==> config.mk <==
export PLATFORM = sky130hd
export DESIGN_NAME = exp7_arbitro_saida
export DESIGN_NICKNAME = d
export VERILOG_FILES = /design/src/rtl/exp7_arbitro_saida.sv
export SDC_FILE = /design/constraint.sdc
export NUM_CORES = 1
export LEC_CHECK = 0
export ABC_AREA = 1
export CORE_MARGIN = 1
export CORE_UTILIZATION = 50
export DETAILED_ROUTE_END_ITERATION = 10
export PLACE_DENSITY = 0.81
export SLEW_MARGIN = 20
export SYNTH_ARGS = -nofsm -noshare
export SYNTH_HDL_FRONTEND = slang
export SYNTH_SLANG_ARGS = --single-unit
==> constraint.sdc <==
create_clock -name clock -period 4.2 [get_ports clock]
set_clock_uncertainty 0.2 [all_clocks]
set_input_delay 0.84 -clock clock [delete_from_list [all_inputs] [get_ports clock]]
set_output_delay 0.84 -clock clock [all_outputs]
set_load 0.05 [all_outputs]
==> src/rtl/exp7_arbitro_saida.sv <==
// Output arbiter: shares one LED bank and buzzer between memory playback and player echo.
// Define ARBITRO_PREEMPT_EN to let an echo request abort a memory display in progress.
module exp7_arbitro_saida #(
    parameter int unsigned DURACAO = 500,
    parameter int unsigned PAUSA   = 100
) (
    input  logic       clock,
    input  logic       reset,
    input  logic       req_mem,
    input  logic [3:0] dado_mem,
    input  logic       req_jog,
    input  logic [3:0] dado_jog,
    output logic       gnt_mem,
    output logic       gnt_jog,
    output logic [3:0] leds,
    output logic       toca,
    output logic       done,
    output logic       abortado,
    output logic       ocupado,
    output logic [2:0] db_estado
);

    typedef enum logic [2:0] {
        StIdle     = 3'd0,
        StGrantMem = 3'd1,
        StGrantJog = 3'd2,
        StShow     = 3'd3,
        StGap      = 3'd4
    } estado_t;

    localparam logic [15:0] ShowLast = 16'(DURACAO - 1);
    localparam logic [15:0] GapLast  = 16'(PAUSA - 1);

    estado_t     estado_q, estado_d;
    logic [15:0] timer_q, timer_d;
    logic [3:0]  padrao_q, padrao_d;
    logic        dono_q, dono_d;      // 0 = mem, 1 = jog
    logic        ultimo_q, ultimo_d;  // last requester served, same encoding
    logic        preempt;

`ifdef ARBITRO_PREEMPT_EN
    assign preempt = (estado_q == StShow) && !dono_q && req_jog && !reset;
`else
    assign preempt = 1'b0;
`endif

    assign abortado = preempt;

    // The pattern is captured on the edge that enters GRANT, so a one-cycle request suffices.
    always_comb begin
        estado_d = estado_q;
        timer_d  = timer_q;
        padrao_d = padrao_q;
        dono_d   = dono_q;
        ultimo_d = ultimo_q;
        case (estado_q)
            StIdle: begin
                if (req_mem && (!req_jog || ultimo_q)) begin
                    estado_d = StGrantMem;
                    padrao_d = dado_mem;
                    dono_d   = 1'b0;
                    ultimo_d = 1'b0;
                    timer_d  = '0;
                end else if (req_jog) begin
                    estado_d = StGrantJog;
                    padrao_d = dado_jog;
                    dono_d   = 1'b1;
                    ultimo_d = 1'b1;
                    timer_d  = '0;
                end
            end
            StGrantMem, StGrantJog: begin
                estado_d = StShow;
                timer_d  = '0;
            end
            StShow: begin
                if (preempt) begin
                    estado_d = StGrantJog;
                    padrao_d = dado_jog;
                    dono_d   = 1'b1;
                    ultimo_d = 1'b1;
                    timer_d  = '0;
                end else if (timer_q == ShowLast) begin
                    estado_d = StGap;
                    timer_d  = '0;
                end else begin
                    timer_d = timer_q + 16'd1;
                end
            end
            StGap: begin
                if (timer_q == GapLast) begin
                    estado_d = StIdle;
                    timer_d  = '0;
                end else begin
                    timer_d = timer_q + 16'd1;
                end
            end
            default: begin
                estado_d = StIdle;
                timer_d  = '0;
            end
        endcase
    end

    // Outputs are registered from the next state so they line up with the state they describe.
    always_ff @(posedge clock) begin
        if (reset) begin
            estado_q  <= StIdle;
            timer_q   <= '0;
            padrao_q  <= '0;
            dono_q    <= 1'b0;
            ultimo_q  <= 1'b0;
            gnt_mem   <= 1'b0;
            gnt_jog   <= 1'b0;
            leds      <= '0;
            toca      <= 1'b0;
            done      <= 1'b0;
            ocupado   <= 1'b0;
            db_estado <= '0;
        end else begin
            estado_q  <= estado_d;
            timer_q   <= timer_d;
            padrao_q  <= padrao_d;
            dono_q    <= dono_d;
            ultimo_q  <= ultimo_d;
            gnt_mem   <= (estado_d == StGrantMem);
            gnt_jog   <= (estado_d == StGrantJog);
            leds      <= (estado_d == StShow) ? padrao_d : 4'b0000;
            toca      <= (estado_d == StShow);
            done      <= (estado_d == StGap) && (timer_d == GapLast);
            ocupado   <= (estado_d != StIdle);
            db_estado <= estado_d;
        end
    end

endmodule

---- Word-level counts from Yosys, hierarchy flattened ----
Cells that the tools add are included.
word-level totals
  register bits after elaboration ......... 33
  word-level logic and storage cells ...... 48
  output and inout port bits .............. 13
  input bits .............................. 12
cells by class
  multiplexer cells ....................... 15
  equality and inequality tests ........... 11
  bitwise logic cells ..................... 1
  $add $sub $neg .......................... 1
  reduce and logical (&&, ||, !) cells .... 10
operator list
  cell                                                  number
  two-way mux 16 bit                                    4
  case mux 16 bit (3 select lines)                      1
  equality test 16 x 7 -> 1 bit, second input constant  2
  adder 16 x 1 -> 16 bit, second input constant         1
  equality test 16 x 9 -> 1 bit, second input constant  1
  equality test 3 x 2 -> 1 bit, second input constant   4
  two-way mux 3 bit                                     4
  two-way mux 4 bit                                     3
  case mux 3 bit (4 select lines)                       1
  equality test 3 x 1 -> 1 bit, second input constant   2
  equality test 3 bit, second input constant            2
  OR reduction 2 bit                                    2
  logical NOT 3 bit                                     1
  nonzero test 3 bit                                    1
  logical AND 1 bit                                     2
  two-way mux 1 bit                                     2
  AND reduction 2 bit                                   1
  nonzero test 2 bit                                    1
  logical NOT 1 bit                                     1
  logical OR 1 bit                                      1
  inverter 1 bit                                        1

---- Longest topological paths before layout ----
  word-level depth ........................ 8
  mapped depth ............................ 15
  depth with buffers taken out ............ 14

---- Worst setup path after synthesis ----
OpenSTA, ideal clock, no wires.
  kind .................................... input port to flip-flop
  from .................................... input req_jog
  to ...................................... register done
  library setup time ...................... 0.110 ns
  stages on the path ...................... 11
  arrival ................................. 1.877 ns
  slack ................................... 2.013 ns
  path through ............................ inv_2 o21ai_2 nand2_1 nor2_4 inv_1 nor2_1 nor2_1 nand2_1 nor2_1 nand3_1 nor2_1
on the way
  longest elaborated chain between the ends .. 7
ends and longest elaborated chain
  element                                                                              RTL line  source
  start, declared                                                                      11        input logic req_jog,
  logical NOT 1 bit                                                                    58        if (req_mem && (!req_jog || ultimo_q)) begin
  logical OR 1 bit                                                                     58
  logical AND 1 bit                                                                    58
  two-way mux 16 bit or two-way mux 3 bit (tied branches)                              58
  case mux 16 bit (3 select lines) or case mux 3 bit (4 select lines) (tied branches)  56        case (estado_q)
  equality test 16 x 7 -> 1 bit or equality test 3 bit (tied branches)                 130       done <= (estado_d == StGap) && (timer_d == GapLast);
  logical AND 1 bit *                                                                  130
  end signal, assigned                                                                 130
  end, declared                                                                        17        output logic done,
Every way passes the cells marked *; elsewhere a longest branch is shown, timed or not.
A chain may end at the register's enable or synchronous reset.

---- Final worst setup path ----
Same ends and word-level chain as after synthesis.

==> results.cfg <==
[synthesis]
yosys_warnings = 0
yosys.area_share.xor_xnor = 0.0279
synth.distinct_cells = 24
yosysTopAreaCellShare = 0.351
synth_top_area_cell = dfxtp_1
muxShareOfSynthArea = 0
syn_nets = 326
avgSynthCellArea_um2 = 6.01
ys_top_cells_by_area = dfxtp_1, nand2_1, nor2_1, inv_1, a21oi_1
synthSimpleGateAreaFrac = 0.430
synth_top_family_by_area = simple AND/OR/NAND/NOR gates
ys_ff_latch = 33
synth_fa_ha_area_frac = 0.00665
synth_compound_area_frac = 0.0758
yosysSeqAreaShare = 0.351
synthCells = 313
syn_area_um2 = 1880

[global_routing]
grt_overflow = 0
grt_usage = 0.261
grt_pass1_wl_um = 8170
grt_pass1_vias = 1748
grt_antenna_before_repair = 0
grt_max_degree = 21

[pwr]
swShare = 0.309
power.total_uw = 850
netSwitchingPower_uw = 262
p_int_uw = 587
p_per_area_nw_per_um2 = 376
p_clk_frac = 0.368
pwr-share-comb = 0.228
p_seq_frac = 0.404
ir_drop_mv = 0.293
p_leak_nw = 1.05

[floorplanning]
fp-row-count = 21
dieArea_um2 = 4010
start_util = 0.542
die_h_um = 63.3
fp.coreArea_um2 = 3470
dieWidth_um = 63.3
io_pins = 25

[layout]
drive_gt1_frac = 0.0647
syn_to_final_growth_pct = 20.1
finalInstanceArea_um2 = 2260
final_util = 0.651
nets = 352
diodes = 0
fin_cells = 386

[placed_design]
dpl.hpwl_um = 3510
place_inst = 378
dp_slack_ns = 1.29
placed_area_um2 = 2140
gp_congestion = 0.878
io_buffers = 23

[clock_network]
h-tree-depth = 2
cts_resized = 0
cts_setup_buffers = 0
cts.sinks = 33
tritoncts = built
cts_hold_buf = 0
clock_path_buffers = 2
cts.reportedPaths.clkPinSlew_ns = 0.07
cts_buffers = 5
clkLatencyLatePin_ns = 0.30
cts_root_buffer = clkbuf_8

[timing]
finalHoldViolCount = 0
max_slew_margin = 0.522
tightest_slew_ns = 0.715
fmax_mhz = 380
finalCritPeriodShare = 0.627
fin_setup_tns_ns = 0
slew_violations = 0
rsz0062_at_grt = false
fin_ws_ns = 1.57
hold-worst-slack_ns = 0.283
period_needed_ns = 2.63
setup_viol = 0

[setup_path]
cp-end-kind = flip-flop
cpMaxStageDelayCell = clkdlybuf4s50_1
r2r_setup_slack_ns = 1.97
rr_worst_depth = 13
reg2reg_from = timer_q[0]
critical-path-top-delay-family = simple AND/OR/NAND/NOR gates
cp_max_fo = 9
path_buf_inv = 3
worstSetupPathType = in2reg
cp.depth = 12
r2r-end = done
max_stage_delay_ns = 0.47
crit_chain = clkdlybuf4s50_1 -> inv_2 -> o21ai_2 -> nand2_1 -> nor2_4 -> inv_1 -> nor2_1 -> nor2_1 -> nand2_1 -> nor2_1 -> nand3_1 -> nor2_1
required_ns = 4.20
crit_path_frequent_cell = nor2_1
cp.arrival_ns = 2.63
start_kind = input pin

[min_path]
min_path_type = reg2reg
min-delay-start = padrao_q[3]
min_path_cells = 2
hold_end = leds[3]

[flow_run]
maxCapViolations = 0

[routing]
initialDrtViolationCount = 135
postRouteAntennaNets = 0
drtPass1Iterations = 5
vias_per_cell = 5.07
vias = 1957
routedWlPerCell_um = 12.0
drc = 0
drt_wl_total_um = 4650

[run_status]
status = completed
==> flip-flops by register name, indices dropped and copies added, names as in the netlist <==
register,cells
gnt_jog,1
estado_q,3
ocupado,1
padrao_q,4
gnt_mem,1
toca,1
timer_q,16
ultimo_q,1
done,1
leds,4
==> cell families (layout without fill, tap and decap cells) <==
family,after synthesis,count (layout)
AND/OR/NAND/NOR,195,195
other,1,1
flip-flops,33,33
buffers and inverters,50,77
XOR/XNOR,6,6
adder cells (fa/ha/maj),1,1
AO/OA/AOI/OAI,27,27
==> layout by cell type, fill, tap and decap left out <==
| cell | count |
|---|---|
| or2_2 | 1 |
| inv_2 | 2 |
| ha_1 | 1 |
| dfxtp_1 | 33 |
| o21ai_0 | 6 |
| nand3_1 | 18 |
| or2_1 | 1 |
| clkbuf_8 | 6 |
| inv_1 | 43 |
| conb_1 | 1 |
| clkdlybuf4s50_1 | 23 |
| nand4_1 | 6 |
| a21oi_2 | 1 |
| nor2_2 | 4 |
| xor2_1 | 6 |
| o21ai_2 | 1 |
| nand2_1 | 82 |
| nor3_1 | 4 |
| clkinv_1 | 1 |
| nor2_4 | 1 |
| bufinv_16 | 1 |
| a21oi_1 | 19 |
| nor2_1 | 73 |
| clkbuf_1 | 1 |
| nand2_2 | 5 |
==> cells in the mapped netlist (all sizes together) <==
cell type and count:
ha 1, nor3 4, clkinv 1, dfxtp 33, conb 1, nand3 18, inv 45, clkbuf 2
nand2 87, nand4 6, a21oi 20, xor2 6, buf 2, nor2 78, or2 2, o21ai 7
==> metal layers <==
metal  global-route usage  wire length, um  vias up
li1                     -                -     1010
met1                0.392             2230      867
met2                0.364             2000       71
met3               0.0598              358        9
met4               0.0767               68        0
met5                    0                0        -
==> worst min-delay path: stages (launching register included) <==
cell	delay, ns
dfxtp_1	0.31
a21oi_1	0.07
nor2_1	0.08
==> power by group through the flow <==
stage | sequential [mW] | combinational (mW) | clock (mW)
global placement | 0.350 | 0.190 | 0
finish | 0.343 | 0.194 | 0.313
global route | 0.346 | 0.212 | 0.336
CTS | 0.343 | 0.194 | 0.316
detailed placement | 0.351 | 0.190 | 0
floorplan | 0.403 | 0.0825 | 0
==> worst max-delay path by stage <==
stage	to	start	slack, ns
final	done	req_jog	1.57
after global routing	done	req_jog	1.40
after CTS	done	req_jog	1.57
after detailed placement	done	req_jog	1.29
after global placement	done	req_jog	1.38
after floorplan	done	req_jog	2.01
==> layout make-up <==
class	count	area (um^2)
well taps	46	57.6
flip-flops and latches	33	661
clock buffers	7	86.3
repair buffers	23	230
multi-input cells	230	1020
fillers	342	1210
clock inverters	1	30.0
inverters	46	173
Note: power is estimated with default switching activity, not from simulation.
